<file path="src/rtl/instr_fetch_unit_pkg.sv">
// -----------------------------------------------------------------------------
// instr_fetch_unit_pkg
// Shared definitions for the instruction fetch unit: FSM state encoding,
// parameter defaults, the all-zero instruction constant and an address
// alignment helper.
// -----------------------------------------------------------------------------
package instr_fetch_unit_pkg;

   typedef enum logic [1:0] {
      IDLE    = 2'd0,
      WAIT    = 2'd1,
      DISCARD = 2'd2
   } fetch_state_t;

   localparam int          DEFAULT_DEPTH    = 4;
   localparam logic [31:0] DEFAULT_RESET_PC = 32'h0000_0000;
   localparam logic [31:0] ZERO_INSTR       = 32'h0000_0000;

   // Fetch addresses are word aligned; the two low bits are dropped.
   function automatic logic [31:0] word_align(input logic [31:0] addr);
      return {addr[31:2], 2'b00};
   endfunction

endpackage

</file>
<file path="src/rtl/instr_fetch_unit_if.sv">
// -----------------------------------------------------------------------------
// instr_fetch_unit_if
// Bundles the instruction-memory port, the redirect/stall controls and the
// decode-stage outputs of the fetch unit.
//   master : fetch unit side (drives imem_req/imem_addr and id_*)
//   slave  : environment side (memory, branch unit, decode stage)
//
// Handshake: imem_req and imem_ack are single-cycle strobes, not valid/ready.
// A request is taken at the rising edge where imem_req=1 (imem_addr valid in
// that cycle); the memory answers with exactly one imem_ack pulse, carrying
// imem_rdata, no earlier than the cycle after the request. On the decode side
// the head entry (id_valid=1) retires at a rising edge where stall=0.
// -----------------------------------------------------------------------------
interface instr_fetch_unit_if;

   logic        imem_req;
   logic [31:0] imem_addr;
   logic        imem_ack;
   logic [31:0] imem_rdata;
   logic        redirect;
   logic [31:0] redirect_pc;
   logic        stall;
   logic        id_valid;
   logic [31:0] id_instr;
   logic [31:0] id_pc;
   logic [31:0] id_npc;

   modport master (
      output imem_req, imem_addr, id_valid, id_instr, id_pc, id_npc,
      input  imem_ack, imem_rdata, redirect, redirect_pc, stall
   );

   modport slave (
      input  imem_req, imem_addr, id_valid, id_instr, id_pc, id_npc,
      output imem_ack, imem_rdata, redirect, redirect_pc, stall
   );

endinterface

</file>
<file path="src/rtl/instr_fetch_unit_fifo.sv">
// -----------------------------------------------------------------------------
// fetch_fifo
// Pointer-based FIFO of {pc, instr} pairs feeding the decode stage.
// Ports:
//   clc, reset            clock, asynchronous active-low reset
//   push, push_pc/instr   write an entry at the tail
//   pop                   retire the head entry
//   flush                 empty the queue and zero both pointers (wins)
//   head_pc/head_instr    head entry contents (meaningful when count!=0)
//   count                 number of valid entries, 0..DEPTH
// -----------------------------------------------------------------------------
module fetch_fifo
   import instr_fetch_unit_pkg::*;
#(
   parameter int DEPTH = DEFAULT_DEPTH,
   localparam int AW   = $clog2(DEPTH),
   localparam int CW   = AW + 1
) (
   input  logic          clc,
   input  logic          reset,
   input  logic          push,
   input  logic [31:0]   push_pc,
   input  logic [31:0]   push_instr,
   input  logic          pop,
   input  logic          flush,
   output logic [31:0]   head_pc,
   output logic [31:0]   head_instr,
   output logic [CW-1:0] count
);

   logic [31:0]   pc_mem    [DEPTH];
   logic [31:0]   instr_mem [DEPTH];
   logic [AW-1:0] wr_ptr;
   logic [AW-1:0] rd_ptr;
   logic          do_push;
   logic          do_pop;

   // Guards keep the pointers sane even if a caller misbehaves; the fetch
   // unit never pushes into a full queue or pops an empty one.
   assign do_push = push && (count != CW'(DEPTH));
   assign do_pop  = pop && (count != '0);

   always_ff @(posedge clc or negedge reset) begin
      if (!reset) begin
         wr_ptr <= '0;
         rd_ptr <= '0;
         count  <= '0;
      end else if (flush) begin
         wr_ptr <= '0;
         rd_ptr <= '0;
         count  <= '0;
      end else begin
         if (do_push) wr_ptr <= wr_ptr + AW'(1);
         if (do_pop)  rd_ptr <= rd_ptr + AW'(1);
         case ({do_push, do_pop})
            2'b10:   count <= count + CW'(1);
            2'b01:   count <= count - CW'(1);
            default: count <= count;
         endcase
      end
   end

   // Storage needs no reset: entries are only observed while count says so.
   always_ff @(posedge clc) begin
      if (do_push && !flush) begin
         pc_mem[wr_ptr]    <= push_pc;
         instr_mem[wr_ptr] <= push_instr;
      end
   end

   assign head_pc    = pc_mem[rd_ptr];
   assign head_instr = instr_mem[rd_ptr];

endmodule

</file>
<file path="src/rtl/instr_fetch_unit.sv">
// -----------------------------------------------------------------------------
// instr_fetch_unit
// Sequential instruction prefetcher with a DEPTH-entry queue toward decode.
// Ports:
//   clc        clock (rising edge)
//   reset      asynchronous active-low reset
//   bus        instr_fetch_unit_if.master: imem request/ack, redirect, stall,
//              decode-stage head entry (id_valid/id_instr/id_pc/id_npc)
//   fsm_state  current fetch FSM state, for observation
// At most one memory request is in flight. A redirect flushes the queue,
// reloads the fetch address and, if a request is still outstanding, moves
// to DISCARD so the stale answer is dropped.
// -----------------------------------------------------------------------------
module instr_fetch_unit
   import instr_fetch_unit_pkg::*;
#(
   parameter int          DEPTH    = DEFAULT_DEPTH,
   parameter logic [31:0] RESET_PC = DEFAULT_RESET_PC
) (
   input  logic                clc,
   input  logic                reset,
   instr_fetch_unit_if.master  bus,
   output fetch_state_t        fsm_state
);

   localparam int CW = $clog2(DEPTH) + 1;

   fetch_state_t  state;
   fetch_state_t  state_nxt;
   logic [31:0]   fetch_pc;
   logic [31:0]   req_pc;
   logic          run;
   logic          issue;
   logic          push;
   logic          pop;
   logic          id_valid;
   logic [31:0]   head_pc;
   logic [31:0]   head_instr;
   logic [CW-1:0] count;

   // run stays low until the first edge after reset release so that no
   // request is presented while reset is asserted or in the release cycle.
   always_ff @(posedge clc or negedge reset) begin
      if (!reset) run <= 1'b0;
      else        run <= 1'b1;
   end

   always_ff @(posedge clc or negedge reset) begin
      if (!reset) state <= IDLE;
      else        state <= state_nxt;
   end

   always_comb begin
      state_nxt = state;
      issue     = 1'b0;
      push      = 1'b0;
      case (state)
         IDLE: begin
            // No request is outstanding in IDLE, so a free slot now is a
            // slot reserved for the word this request brings back.
            if (run && !bus.redirect && (count < CW'(DEPTH))) begin
               issue     = 1'b1;
               state_nxt = WAIT;
            end
         end
         WAIT: begin
            if (bus.imem_ack) begin
               push      = !bus.redirect;
               state_nxt = IDLE;
            end else if (bus.redirect) begin
               state_nxt = DISCARD;
            end
         end
         DISCARD: begin
            if (bus.imem_ack) state_nxt = IDLE;
         end
         default: state_nxt = IDLE;
      endcase
   end

   always_ff @(posedge clc or negedge reset) begin
      if (!reset) begin
         fetch_pc <= RESET_PC;
         req_pc   <= RESET_PC;
      end else if (bus.redirect) begin
         fetch_pc <= word_align(bus.redirect_pc);
      end else if (issue) begin
         req_pc   <= fetch_pc;
         fetch_pc <= fetch_pc + 32'd4;
      end
   end

   assign id_valid = (count != '0);
   assign pop      = id_valid && !bus.stall && !bus.redirect;

   fetch_fifo #(.DEPTH(DEPTH)) u_fifo (
      .clc        (clc),
      .reset      (reset),
      .push       (push),
      .push_pc    (req_pc),
      .push_instr (bus.imem_rdata),
      .pop        (pop),
      .flush      (bus.redirect),
      .head_pc    (head_pc),
      .head_instr (head_instr),
      .count      (count)
   );

   assign bus.imem_req  = issue;
   assign bus.imem_addr = fetch_pc;
   assign bus.id_valid  = id_valid;
   assign bus.id_instr  = id_valid ? head_instr       : ZERO_INSTR;
   assign bus.id_pc     = id_valid ? head_pc          : 32'd0;
   assign bus.id_npc    = id_valid ? head_pc + 32'd4  : 32'd0;
   assign fsm_state     = state;

endmodule

</file>
<file path="src/flat_wrapper.sv">
// flat-port wrapper written by rule: the top's interface ports become plain ports
module instr_fetch_unit_flat import instr_fetch_unit_pkg::*;
#(
   parameter int          DEPTH    = DEFAULT_DEPTH,
   parameter logic [31:0] RESET_PC = DEFAULT_RESET_PC
)
  (clc, reset, fsm_state, bus_imem_req, bus_imem_addr, bus_id_valid, bus_id_instr, bus_id_pc, bus_id_npc, bus_imem_ack, bus_imem_rdata, bus_redirect, bus_redirect_pc, bus_stall);
  instr_fetch_unit_if bus_i ();
  input  logic clc;
  input  logic reset;
  output fetch_state_t fsm_state;
  output wire logic [$bits(bus_i.imem_req)-1:0] bus_imem_req;
  output wire logic [$bits(bus_i.imem_addr)-1:0] bus_imem_addr;
  output wire logic [$bits(bus_i.id_valid)-1:0] bus_id_valid;
  output wire logic [$bits(bus_i.id_instr)-1:0] bus_id_instr;
  output wire logic [$bits(bus_i.id_pc)-1:0] bus_id_pc;
  output wire logic [$bits(bus_i.id_npc)-1:0] bus_id_npc;
  input wire logic [$bits(bus_i.imem_ack)-1:0] bus_imem_ack;
  input wire logic [$bits(bus_i.imem_rdata)-1:0] bus_imem_rdata;
  input wire logic [$bits(bus_i.redirect)-1:0] bus_redirect;
  input wire logic [$bits(bus_i.redirect_pc)-1:0] bus_redirect_pc;
  input wire logic [$bits(bus_i.stall)-1:0] bus_stall;
  assign bus_imem_req = bus_i.imem_req;
  assign bus_imem_addr = bus_i.imem_addr;
  assign bus_id_valid = bus_i.id_valid;
  assign bus_id_instr = bus_i.id_instr;
  assign bus_id_pc = bus_i.id_pc;
  assign bus_id_npc = bus_i.id_npc;
  assign bus_i.imem_ack = bus_imem_ack;
  assign bus_i.imem_rdata = bus_imem_rdata;
  assign bus_i.redirect = bus_redirect;
  assign bus_i.redirect_pc = bus_redirect_pc;
  assign bus_i.stall = bus_stall;
  instr_fetch_unit #(.DEPTH(DEPTH), .RESET_PC(RESET_PC)) u_core (.clc(clc), .reset(reset), .bus(bus_i), .fsm_state(fsm_state));
endmodule
</file>
<file path="config.mk">
export PLATFORM = sky130hd
export DESIGN_NAME = instr_fetch_unit_flat
export DESIGN_NICKNAME = d
export VERILOG_FILES = /design/src/rtl/instr_fetch_unit_pkg.sv /design/src/rtl/instr_fetch_unit_if.sv /design/src/rtl/instr_fetch_unit_fifo.sv /design/src/rtl/instr_fetch_unit.sv /design/src/flat_wrapper.sv
export SDC_FILE = /design/constraint.sdc
export NUM_CORES = 1
export LEC_CHECK = 0
export ABC_CLOCK_PERIOD_IN_PS = 5700
export BUFFER_PORTS_ARGS = -buffer_cell sky130_fd_sc_hd__buf_2
export CELL_PAD_IN_SITES_DETAIL_PLACEMENT = 1
export CELL_PAD_IN_SITES_GLOBAL_PLACEMENT = 1
export CORE_MARGIN = 3
export CORE_UTILIZATION = 51
export DETAILED_ROUTE_END_ITERATION = 10
export PLACE_DENSITY_LB_ADDON = 0.3
export SYNTH_ARGS = -nofsm -noshare
export SYNTH_HDL_FRONTEND = slang
export SYNTH_HIERARCHICAL = 1
export SYNTH_SLANG_ARGS = --single-unit
</file>
<file path="constraint.sdc">
create_clock -name clc -period 5.7 [get_ports clc]
set_input_delay 0.855 -clock clc [delete_from_list [all_inputs] [get_ports clc]]
set_output_delay 0.855 -clock clc [all_outputs]
set_load 0.02 [all_outputs]
</file>
==> results.md <==
- Status: complete, no violations
- Synth warn: 6
- Synth cell types: 56
- Syn Inst Count: 924
- CP Data Arrival Time: 3770 ps
- Setup Viol. Count Final: 0
- Sequential Power Share: 0.525
- P_sw: 0.001197 W
- Post-cts sizing count: 0
- Vias per cell: 5.879
- Post-synth EDFFs: 256
- Unrepaired setup endpoints after global routing: no
- Yosys reg bits: 326
- TritonCTS buffer count: 36
- Remaining global-route overflow: 0
- Post-layout min period: 4622 ps
- Remaining antenna violation count: 0
- CTS Buffer Depth: 3
- Total core area: 0.02643 sq mm
- Die area: 0.02931 sq mm
- IO Pins: 201
- Total internal power: 0.004185 W
- Final Max Tran Viols: 0
- Core Util, Final: 0.6216
- GPL Wtd Cong: 0.7993
- Initial Util: 0.5267
- Peak supply drop: 231.7 uV
- Die extent in x: 171.2 microns
- Diode count: 0
- Setup crit end kind: output port
- Drt wl/cell: 23.04 microns
- Synth Cell Area: 0.01392 sq mm
- Initial drt markers: 671
- Max_slew headroom: 0.3236
- Max-cap violations: 0
- Crit path cell chain: buf_12 -> mux4_2 -> nand4_1 -> nor4_1 -> nand4_1 -> xor2_1 -> nor2_1 -> buf_2
- CTS Root Cell: clkbuf_16
- CTS tree: built
- Fin crit share: 0.8110
- Number of global-route vias before repair: 9,541
- Crit path kind: flip-flop to output port
- Pin count of the biggest net entering global routing: 71
- Critical path launch point type: flip-flop
- P&R area growth vs syn: 18.00%
- Hold Vio Cnt, Final: 0
- Clk_skew: 9.335 ps
- HPWL Detailed: 22.55 mm
- Most frequent cells in the layout: edfxtp_1 (256), buf_2 (196), nand2_1 (136)
- Area leader, netlist: edfxtp_1
- Req. time, crit path: 4850 ps
- CTS Hold Buffers Added: 0
- CP peak stage delay: 860 ps
- # nets final: 1,211
- Bufs and invs on worst path: 2
- R2R setup slack: 2410 ps
- TNS Setup: 0 ps
- Seq/Total Area, Yosys: 0.6781
- Top post-synthesis cells by area: edfxtp_1 (55%), dfrtp_1 (13%), mux4_2 (10%), nand2_1 (3.7%), and2_1 (3.1%)
- H-tree levels: 2
- Post-synthesis async set-or-reset flop share: 0.2147
- DR pass1 iterations: 5
- Share of layout cells above drive strength 1: 0.3002
- Commonest non-fill, non-tap cell in the layout: edfxtp_1
- Final wirelength: 34.35 mm
- Reg clk slew, reported paths: 60 ps
- Fill cells: 2,574
- HP Class: flip-flop to flip-flop
- Worst path most repeated cell: nand4_1
- Clock Sinks: 326
- Worst skew pair latency: 510 ps
- Die height: 171.2 microns
- Worst-Margin Slew: 1005 ps
- Via count: 8,765
- Minimum hold slack: 529.1 ps
- Row cnt: 59
- Highest-delay cell along the critical path: nor4_1
- Buffers on Ports: 196
- Leakage power: 6.260 nW
- Comb pwr share: 0.050
- Initial antenna violation count: 0
- Fmax: 216.3 MHz
- CP Max Fanout: 25
- DRC: 0
- Pwr Density: 327.6 mW/mm^2
- Postcts setup bufs: 0
- Power share of the clock group: 0.425
- Switching part of the total power: 0.2224
- Syn Area/Cell: 15.07 sq um
- Delay-heaviest family, CP: simple AND/OR/NAND/NOR gates
- Top FF cell, synth: edfxtp_1
- First-pass GRT wire length: 53.96 mm
- GRT Total Usage: 0.2405
- Area share of the largest cell type after synthesis: 0.5522
[power groups by stage]
stage	clock (W)	combinational [W]	sequential, W
after floorplan	0	0.000131	0.00285
after global placement	0	0.000253	0.00286
after detailed placement	0	0.000267	0.00287
after CTS	0.00233	0.000271	0.00283
after global routing	0.00244	0.000302	0.00285
final	0.00228	0.000269	0.00283
[cell families after synthesis]
family,after synthesis,synth area share
adder cells (fa/ha/maj),7,0.006831
XOR/XNOR,31,0.01950
AO/OA/AOI/OAI,75,0.03730
multiplexers,69,0.1072
flip-flops,326,0.6781
AND/OR/NAND/NOR,352,0.1275
other,2,0.0005395
buffers and inverters,62,0.02301
[layout make-up]
cell class                      count  area, sq um  share of cell area
Inverter                           11        41.29            0.002514
Clock buffer                       45        975.9             0.05941
Tap cell                          335        419.2             0.02552
Multi-Input combinational cell    545         4212              0.2564
Sequential cell                   326         9444              0.5749
Timing Repair Buffer              215         1149             0.06992
Clock inverter                     14        186.4             0.01135
[flip-flops by register name (all words and copies together), names as in the netlist]
register	cells
u_core/fsm_state	2
u_core/bus.imem_addr	30
u_core/run	1
u_core/u_fifo/pc_mem	128
u_core/req_pc	30
u_core/u_fifo/wr_ptr	2
u_core/u_fifo/instr_mem	128
u_core/u_fifo/rd_ptr	2
u_core/u_fifo/count	3
[Yosys cell counts, types with 2 or more instances]
cell and count:
a21oi_1 10, a221o_1 4, a22oi_1 2, a31oi_1 2, a32oi_1 2, and2_1 70
and3_1 9, and4_1 6, buf_1 3, buf_2 13, buf_4 7, buf_6 6
clkbuf_1 22, conb_1 2, dfrtp_1 70, edfxtp_1 256, ha_1 6, inv_1 10
mux2i_1 4, mux4_2 64, nand2_1 136, nand3_1 34, nand4_1 20, nor2_1 44
nor2b_1 2, nor3_1 7, nor3b_1 2, o211ai_1 20, o21ai_0 19, o311ai_0 7
or3_1 10, or4_1 2, xnor2_1 5, xor2_1 26
[final timing paths]
check / start / endpoint / depth (start not counted)
max: u_core/u_fifo/rd_ptr[0]$_DFFE_PN0P_ / bus_id_npc[18] / 8
min: u_core/req_pc[30]$_DFFE_PN0P_ / u_core/u_fifo/pc_mem[2][30]$_DFFE_PP_ / 0
min reg2reg: u_core/req_pc[30]$_DFFE_PN0P_ / u_core/u_fifo/pc_mem[2][30]$_DFFE_PP_ / 0
min in group asynchronous: reset / u_core/run$_DFF_PN0_ / 2
max reg2reg: u_core/u_fifo/count[2]$_DFFE_PN0P_ / u_core/bus.imem_addr[30]$_DFFE_PN0P_ / 7
max in group asynchronous: reset / u_core/u_fifo/rd_ptr[0]$_DFFE_PN0P_ / 2
[metal layers]
layer | vias up | share of wire | GRT usage
li1 | 3907 | - | -
met5 | - | 0 | 0
met4 | 0 | 0.023 | 0.06683
met3 | 55 | 0.063 | 0.04091
met1 | 4459 | 0.42 | 0.3316
met2 | 344 | 0.49 | 0.4025
[per-stage QoR]
step	worst slack, ps	cell area, sq um	power [W]	instances
after floorplan	1562	13950	0.002980	933
after global placement	1593	15260	0.003110	1432
after detailed placement	1496	15260	0.003140	1432
after CTS	927.2	16430	0.005431	1491
after global routing	791.5	16430	0.005588	1491
final	1078	16430	0.005381	1491
(Power assumes the default switching activity.)
